==> config.mk <==
export PLATFORM = sky130hd
export DESIGN_NAME = uart_rx_core
export DESIGN_NICKNAME = d
export VERILOG_FILES = /design/src/rtl/uart_pkg.sv /design/src/rtl/uart_baud_tick.sv /design/src/rtl/uart_rx_core.sv
export SDC_FILE = /design/constraint.sdc
export NUM_CORES = 1
export LEC_CHECK = 0
export CAP_MARGIN = 20
export CORE_UTILIZATION = 35
export CTS_BUF_LIST = sky130_fd_sc_hd__clkbuf_8
export CTS_CLUSTER_DIAMETER = 120
export CTS_CLUSTER_SIZE = 25
export DETAILED_ROUTE_END_ITERATION = 8
export PLACE_DENSITY = 0.61
export SYNTH_ARGS = -nofsm -noshare
export SYNTH_HDL_FRONTEND = slang
export SYNTH_SLANG_ARGS = --single-unit
==> constraint.sdc <==
create_clock -name S_AXI_ACLK -period 6.35 [get_ports S_AXI_ACLK]
set_input_delay 0.635 -clock S_AXI_ACLK [delete_from_list [all_inputs] [get_ports S_AXI_ACLK]]
set_output_delay 0.635 -clock S_AXI_ACLK [all_outputs]
set_load 0.02 [all_outputs]
==> src/rtl/uart_pkg.sv <==
// Shared UART definitions: parity modes, receiver states, oversample rate
// and small combinational helpers used by the RX (and later TX) datapaths.
package uart_pkg;

  typedef enum logic [1:0] {
    PAR_NONE = 2'b00,
    PAR_EVEN = 2'b01,
    PAR_ODD  = 2'b10
  } uart_parity_t;

  typedef enum logic [2:0] {
    IDLE   = 3'd0,
    START  = 3'd1,
    DATA   = 3'd2,
    PARITY = 3'd3,
    STOP   = 3'd4
  } uart_rx_state_t;

  localparam int UART_OS_RATE = 16;

  // A parity bit is present only for the even and odd modes; 2'b11 behaves as none.
  function automatic logic uart_parity_enabled(input logic [1:0] mode);
    logic en;
    case (mode)
      PAR_EVEN: en = 1'b1;
      PAR_ODD:  en = 1'b1;
      default:  en = 1'b0;
    endcase
    return en;
  endfunction

  // Expected parity bit for a byte: even mode is the XOR of the data, odd its inverse.
  function automatic logic uart_parity_expected(input logic [7:0] data,
                                                input logic [1:0] mode);
    logic p;
    case (mode)
      PAR_EVEN: p = ^data;
      PAR_ODD:  p = ~(^data);
      default:  p = 1'b0;
    endcase
    return p;
  endfunction

  // Two-out-of-three vote over the mid-bit samples.
  function automatic logic uart_majority3(input logic a, input logic b, input logic c);
    return (a & b) | (a & c) | (b & c);
  endfunction

endpackage

==> src/rtl/uart_baud_tick.sv <==
// Oversample tick generator: a down-counter reloaded with the divisor that
// emits a one-cycle registered tick each time it reaches zero. A divisor of
// zero yields a tick every cycle. restart realigns the tick phase.
module uart_baud_tick #(
  parameter int DIV_WIDTH = 16
) (
  input  logic                 S_AXI_ACLK,
  input  logic                 S_AXI_ARESETN,
  input  logic                 restart,
  input  logic [DIV_WIDTH-1:0] div,
  output logic                 tick
);

  logic [DIV_WIDTH-1:0] cnt_r;
  logic                 tick_r;

  // Divisor countdown with reload and tick strobe.
  always_ff @(posedge S_AXI_ACLK or negedge S_AXI_ARESETN) begin
    if (!S_AXI_ARESETN) begin
      cnt_r  <= {DIV_WIDTH{1'b0}};
      tick_r <= 1'b0;
    end else if (restart) begin
      cnt_r  <= div;
      tick_r <= 1'b0;
    end else if (cnt_r == {DIV_WIDTH{1'b0}}) begin
      cnt_r  <= div;
      tick_r <= 1'b1;
    end else begin
      cnt_r  <= cnt_r - {{(DIV_WIDTH-1){1'b0}}, 1'b1};
      tick_r <= 1'b0;
    end
  end

  assign tick = tick_r;

endmodule

==> src/rtl/uart_rx_core.sv <==
// UART receive front end: synchronises the serial pin, recovers 8-bit frames
// with 16x oversampling and 3-sample majority voting, checks parity and stop
// bit, and holds each byte with its error flags on a valid/ready interface.
// The receiver never waits for the consumer; a byte completing while the
// previous one is still unaccepted is dropped and flagged with rx_overrun.
module uart_rx_core
  import uart_pkg::*;
#(
  parameter int OS_RATE   = 16,
  parameter int DIV_WIDTH = 16
) (
  input  logic                 S_AXI_ACLK,
  input  logic                 S_AXI_ARESETN,
  input  logic [DIV_WIDTH-1:0] baud_div,
  input  logic [1:0]           parity_mode,
  input  logic                 uart_rx,
  output logic [7:0]           rx_data,
  output logic                 rx_valid,
  input  logic                 rx_ready,
  output logic                 rx_frame_err,
  output logic                 rx_parity_err,
  output logic                 rx_break,
  output logic                 rx_overrun,
  output logic                 rx_busy
);

  localparam logic [3:0] OS_LAST = 4'(OS_RATE - 1);

  // Line conditioning
  logic       sync1_r, sync2_r, prev_r;
  logic [1:0] settle_r;
  logic       armed_r;
  logic       fall_s;

  // Frame recovery
  uart_rx_state_t       state_r;
  logic [3:0]           os_cnt_r;
  logic [2:0]           bit_idx_r;
  logic [1:0]           samp_r;
  logic [7:0]           shift_r;
  logic                 par_bit_r;
  logic                 par_err_r;
  logic [DIV_WIDTH-1:0] div_r;
  logic [1:0]           par_mode_r;
  logic                 busy_r;

  logic                 tick_s;
  logic                 restart_s;
  logic [DIV_WIDTH-1:0] div_sel_s;
  logic [3:0]           os_next_s;
  logic                 decide_s;
  logic                 wrap_s;
  logic                 maj_s;
  logic                 par_en_s;
  logic                 complete_s;
  logic                 frame_err_s;
  logic                 break_s;

  // Holding register
  logic [7:0] data_r;
  logic       valid_r;
  logic       frame_err_r;
  logic       parity_err_r;
  logic       break_r;
  logic       overrun_r;

  // Two-flop synchroniser, edge-detect copy, and arming: edges are accepted
  // only after the synchronised line has been seen high following reset, so a
  // line already low at reset release never looks like a start bit.
  always_ff @(posedge S_AXI_ACLK or negedge S_AXI_ARESETN) begin
    if (!S_AXI_ARESETN) begin
      sync1_r  <= 1'b1;
      sync2_r  <= 1'b1;
      prev_r   <= 1'b1;
      settle_r <= 2'd0;
      armed_r  <= 1'b0;
    end else begin
      sync1_r <= uart_rx;
      sync2_r <= sync1_r;
      prev_r  <= sync2_r;
      if (settle_r != 2'd2) begin
        settle_r <= settle_r + 2'd1;
      end
      if ((settle_r == 2'd2) && sync2_r) begin
        armed_r <= 1'b1;
      end
    end
  end

  assign fall_s = armed_r & prev_r & ~sync2_r;

  // The divisor follows the live input while idle and the latched copy mid-frame.
  assign restart_s = fall_s && (state_r == IDLE);
  assign div_sel_s = (state_r == IDLE) ? baud_div : div_r;

  uart_baud_tick #(
    .DIV_WIDTH (DIV_WIDTH)
  ) u_baud_tick (
    .S_AXI_ACLK    (S_AXI_ACLK),
    .S_AXI_ARESETN (S_AXI_ARESETN),
    .restart       (restart_s),
    .div           (div_sel_s),
    .tick          (tick_s)
  );

  // Sample points are the ticks taking os_cnt to 7, 8 and 9; the vote is
  // resolved on the tick reaching 9 and the bit slot ends on the 15->0 wrap.
  assign os_next_s   = os_cnt_r + 4'd1;
  assign decide_s    = tick_s && (os_next_s == 4'd9);
  assign wrap_s      = tick_s && (os_cnt_r == OS_LAST);
  assign maj_s       = uart_majority3(samp_r[0], samp_r[1], sync2_r);
  assign par_en_s    = uart_parity_enabled(par_mode_r);
  assign complete_s  = (state_r == STOP) && decide_s;
  assign frame_err_s = ~maj_s;
  assign break_s     = ~maj_s && (shift_r == 8'h00) && !(par_en_s && par_bit_r);

  // Receive FSM: start validation, LSB-first shift, parity check, stop decision.
  always_ff @(posedge S_AXI_ACLK or negedge S_AXI_ARESETN) begin
    if (!S_AXI_ARESETN) begin
      state_r    <= IDLE;
      os_cnt_r   <= 4'd0;
      bit_idx_r  <= 3'd0;
      samp_r     <= 2'b00;
      shift_r    <= 8'h00;
      par_bit_r  <= 1'b0;
      par_err_r  <= 1'b0;
      div_r      <= {DIV_WIDTH{1'b0}};
      par_mode_r <= 2'b00;
      busy_r     <= 1'b0;
    end else begin
      if ((state_r != IDLE) && tick_s) begin
        os_cnt_r <= os_next_s;
        if (os_next_s == 4'd7) begin
          samp_r[0] <= sync2_r;
        end
        if (os_next_s == 4'd8) begin
          samp_r[1] <= sync2_r;
        end
      end
      case (state_r)
        IDLE: begin
          if (fall_s) begin
            state_r    <= START;
            os_cnt_r   <= 4'd0;
            bit_idx_r  <= 3'd0;
            samp_r     <= 2'b00;
            shift_r    <= 8'h00;
            par_bit_r  <= 1'b0;
            par_err_r  <= 1'b0;
            div_r      <= baud_div;
            par_mode_r <= parity_mode;
            busy_r     <= 1'b1;
          end
        end
        START: begin
          if (decide_s && maj_s) begin
            state_r <= IDLE;
            busy_r  <= 1'b0;
          end else if (wrap_s) begin
            state_r <= DATA;
          end
        end
        DATA: begin
          if (decide_s) begin
            shift_r <= {maj_s, shift_r[7:1]};
          end
          if (wrap_s) begin
            bit_idx_r <= bit_idx_r + 3'd1;
            if (bit_idx_r == 3'd7) begin
              state_r <= par_en_s ? PARITY : STOP;
            end
          end
        end
        PARITY: begin
          if (decide_s) begin
            par_bit_r <= maj_s;
            par_err_r <= maj_s ^ uart_parity_expected(shift_r, par_mode_r);
          end
          if (wrap_s) begin
            state_r <= STOP;
          end
        end
        STOP: begin
          if (decide_s) begin
            state_r <= IDLE;
            busy_r  <= 1'b0;
          end
        end
        default: begin
          state_r <= IDLE;
          busy_r  <= 1'b0;
        end
      endcase
    end
  end

  // Output holding register with valid/ready handshake and overrun pulse.
  always_ff @(posedge S_AXI_ACLK or negedge S_AXI_ARESETN) begin
    if (!S_AXI_ARESETN) begin
      data_r       <= 8'h00;
      valid_r      <= 1'b0;
      frame_err_r  <= 1'b0;
      parity_err_r <= 1'b0;
      break_r      <= 1'b0;
      overrun_r    <= 1'b0;
    end else begin
      overrun_r <= 1'b0;
      if (complete_s) begin
        if (valid_r && !rx_ready) begin
          overrun_r <= 1'b1;
        end else begin
          data_r       <= shift_r;
          valid_r      <= 1'b1;
          frame_err_r  <= frame_err_s;
          parity_err_r <= par_err_r;
          break_r      <= break_s;
        end
      end else if (valid_r && rx_ready) begin
        valid_r      <= 1'b0;
        frame_err_r  <= 1'b0;
        parity_err_r <= 1'b0;
        break_r      <= 1'b0;
      end
    end
  end

  assign rx_data       = data_r;
  assign rx_valid      = valid_r;
  assign rx_frame_err  = frame_err_r;
  assign rx_parity_err = parity_err_r;
  assign rx_break      = break_r;
  assign rx_overrun    = overrun_r;
  assign rx_busy       = busy_r;

endmodule

==> reports/metrics.csv <==
stage;metric;value;unit
sta;finalCritPeriodShare;46.6;%
drt;vias;3113;
power;ir_drop;138;uV
clocking;cts_resized;0;
place;dp_hpwl;6.19;mm
drt;finalWirelength;8.91;mm
worst_setup_path;endpoint_kind;register;
yosys;async_reset_ff_share;100;%
floorplan;die_x;110;um
worst_setup_path;required;6.62;ns
finish;n_antenna_cell;0;
floorplan;dieArea;12100;sq um
grt;grt_overflow;0;
worst_setup_path;startpoint_type;register;
floorplan;start_util;35.9;%
yosys;avgSynthCellArea;9.85;sq um
place;gp_congestion;0.846;
drt;top_layer_used;met4;
worst_setup_path;reg2reg_depth;5;
clocking;cts_buffer_depth;2;
clocking;numCtsBuffers;9;
power;finalPower;1.50;mW
power;power_frac_comb;26.9;%
yosys;netlist_area;4100;sq um
yosys;seq_area_frac_synth;47.1;%
worst_setup_path;r2r_end;u_baud_tick.cnt_r[8];
power;switching_power;500;uW
grt;antenna_found_initial;0;
drt;drc;0;
clocking;hold_buffers;0;
yosys;ys_ff_latch;77;
finish;area_delta_synth_final;16.4;%
yosys;synth_edf_count;0;
min_path;hold_depth;0;
finish;fin_area;4770;sq um
sta;min_period;2.96;ns
drt;drt_iter0_drc;142;
power;seq_power_share;45.8;%
drt;final_antenna_net_count;0;
power;p_int;999;uW
min_path;holdCritStartpoint;sync1_r;
drt;wl_per_cell;15.0;um
power;power_density;314;nW/um^2
power;swShare;33.3;%
sta;max_clock_freq;0.338;GHz
worst_setup_path;r2r_slack;3.39;ns
clocking;postCtsSetupBuffers;0;
grt;grt_max_degree;78;
clocking;cts_sinks;77;
min_path;min_delay_worst_endpoint;sync2_r;
worst_setup_path;path_class;reg -> reg;
yosys;syn_inst;416;
worst_setup_path;reg2reg_from;u_baud_tick.cnt_r[2];
yosys;syn_nets;453;
sta;setup_viol;0;
run_status;status;finished, final reports clean;
yosys;ys.flop_type;dfrtp_1;
min_path;hp-class;reg -> reg;
drt;vias_per_cell;5.22;
floorplan;fp.coreArea;11400;sq um
run;maxCapViolations;0;
place;dpl_cell_area;4550;sq um
drt;wl_met2;4.19;mm
yosys;ys_types;68;
floorplan;pin_count;36;
drt;wl_met1;4.37;mm
yosys;synth_warnings;0;
sta;tns;0;ns
grt;grt_pass1_wl;14.8;mm
clocking;clkSlewWorstSetupHoldPaths;0.08;ns
power;p_leak;2.08;nW
floorplan;rows;39;
worst_setup_path;cp.arrival;3.23;ns
drt;drt_pass1_iterations;4;
clocking;clkLatencyLatePin;0.35;ns
worst_setup_path;cp_max_fo;20;
clocking;cts_tree;built;
grt;grt_pass1_vias;3009;
clocking;htree_levels;3;
place;io_buffer_count;35;
grt;track_usage;16.1;%
sta;worst_pin_slew;0.984;ns
sta;slew_viol_final;0;
sta;hold_violations;0;
drt;dr_wl_met3;264;um
finish;drive_gt1_share;10.4;%
power;clockPowerShare;27.3;%
floorplan;floorplan.die.height;110;um
sta;fin_skew;0.0158;ns
clocking;ctsRootBufferMaster;clkbuf_8;
finish;fin_nets;485;
sta;relSlewSlack;34.4;%
sta;rsz0062_at_grt;no;
[logic make-up (layout without fill, tap and decap cells)]
family                   count (synthesis)  count (layout)  synth area share, %
AO/OA/AOI/OAI                           84              84                 13.9
flip-flops                              77              77                 47.1
multiplexers                            21              21                 5.56
XOR/XNOR                                18              18                 4.03
buffers and inverters                   35              72                 3.78
adder cells (fa/ha/maj)                 15              15                 4.58
AND/OR/NAND/NOR                        166             166                 21.0
[power by group through the flow]
stage / registers, mW / clock network, mW / logic [mW]
2_1_floorplan: 0.669 / 0 / 0.308
3_3_place_gp: 0.693 / 0 / 0.396
3_5_place_dp: 0.696 / 0 / 0.402
4_1_cts: 0.686 / 0.421 / 0.406
5_1_grt: 0.699 / 0.444 / 0.458
6_report: 0.686 / 0.409 / 0.404
[layout by cell type (no fill, tap or decap), types with 5 or more instances in the layout]
master and instances:
nand2_1 71, nand4_1 7, inv_1 23, clkdlybuf4s50_1 34
nand3_1 8, o21ai_0 23, o31ai_1 8, nor2_1 31
a21o_1 5, o21ai_1 6, ha_1 15, xor2_1 6
o22ai_1 5, mux2_2 6, nor3_1 7, clkbuf_8 10
xnor2_1 11, dfrtp_1 74, a21oi_1 11, mux2i_1 13
[state kept, by name, indices dropped and copies added, names as in the netlist, 2 cells and up]
name               count
shift_r                8
par_mode_r             2
os_cnt_r               4
bit_idx_r              3
settle_r               2
u_baud_tick.cnt_r     16
state_r                3
samp_r                 2
rx_data                8
div_r                 16
[layer usage]
metal | GRT usage, % | up-vias
li1 | - | 1536
met1 | 21.7 | 1522
met2 | 25.8 | 48
met3 | 2.94 | 7
met4 | 5.64 | 0
met5 | 0 | -
[critical path, stage by stage (launching register included)]
cell	delay (ns)
dfrtp_1	0.46
nor4_4	0.55
nand4_1	0.87
a21oi_2	0.72
a22oi_1	0.17
o21ai_0	0.11
[cells in the mapped netlist (3+ instances only)]
cell type	count	share of area [%]
a221o_1	4	0.98
nor3b_1	4	0.73
a21oi_1	11	1.3
o21ai_1	6	0.73
mux2i_1	13	3.2
nor2b_1	3	0.46
and3_1	3	0.46
nand3_1	8	0.98
dfstp_2	3	1.9
xor2_1	6	1.3
o31ai_1	8	1.5
nor3_1	7	0.85
a32oi_1	3	0.64
nand2b_1	3	0.46
dfrtp_1	74	45
a21o_1	5	0.92
ha_1	15	4.6
nand4_1	7	1.1
nor2_1	31	2.8
o21ai_0	23	2.8
mux2_2	6	1.6
buf_2	7	0.85
nor4_1	4	0.61
nand2_1	71	6.5
o22ai_1	5	0.76
inv_1	20	1.8
xnor2_1	11	2.4
clkbuf_1	5	0.46
[how the worst max path moves through the flow]
| stage | start | end | slack (ns) | cells past startpoint |
|---|---|---|---|---|
| after floorplan | u_baud_tick.cnt_r[0] | u_baud_tick.cnt_r[14] | 4.22 | 7 |
| after global placement | u_baud_tick.cnt_r[2] | u_baud_tick.cnt_r[7] | 3.46 | 5 |
| after detailed placement | u_baud_tick.cnt_r[2] | u_baud_tick.cnt_r[8] | 3.41 | 5 |
| after CTS | u_baud_tick.cnt_r[2] | u_baud_tick.cnt_r[8] | 3.39 | 5 |
| after global routing | u_baud_tick.cnt_r[0] | u_baud_tick.cnt_r[8] | 3.02 | 7 |
| final | u_baud_tick.cnt_r[2] | u_baud_tick.cnt_r[8] | 3.39 | 5 |
[final cells by class]
cell class,count,area (sq um)
Sequential cell,77,1930
Clock inverter,6,80.1
Clock buffer,10,138
Tap cell,143,179
Multi-Input combinational cell,304,2010
Inverter,20,75.1
Timing Repair Buffer,36,355
Fill cell,1139,6650
[metrics by stage]
stage	util (%)	hold slack (ns)	instances	setup slack (ns)
global placement	39.9	0.347	580	3.46
CTS	41.8	0.353	596	3.39
global route	41.8	0.351	596	3.02
finish	41.8	0.347	596	3.39
floorplan	-	0.339	416	4.22
detailed placement	39.9	0.351	580	3.41
(Power assumes the default switching activity.)
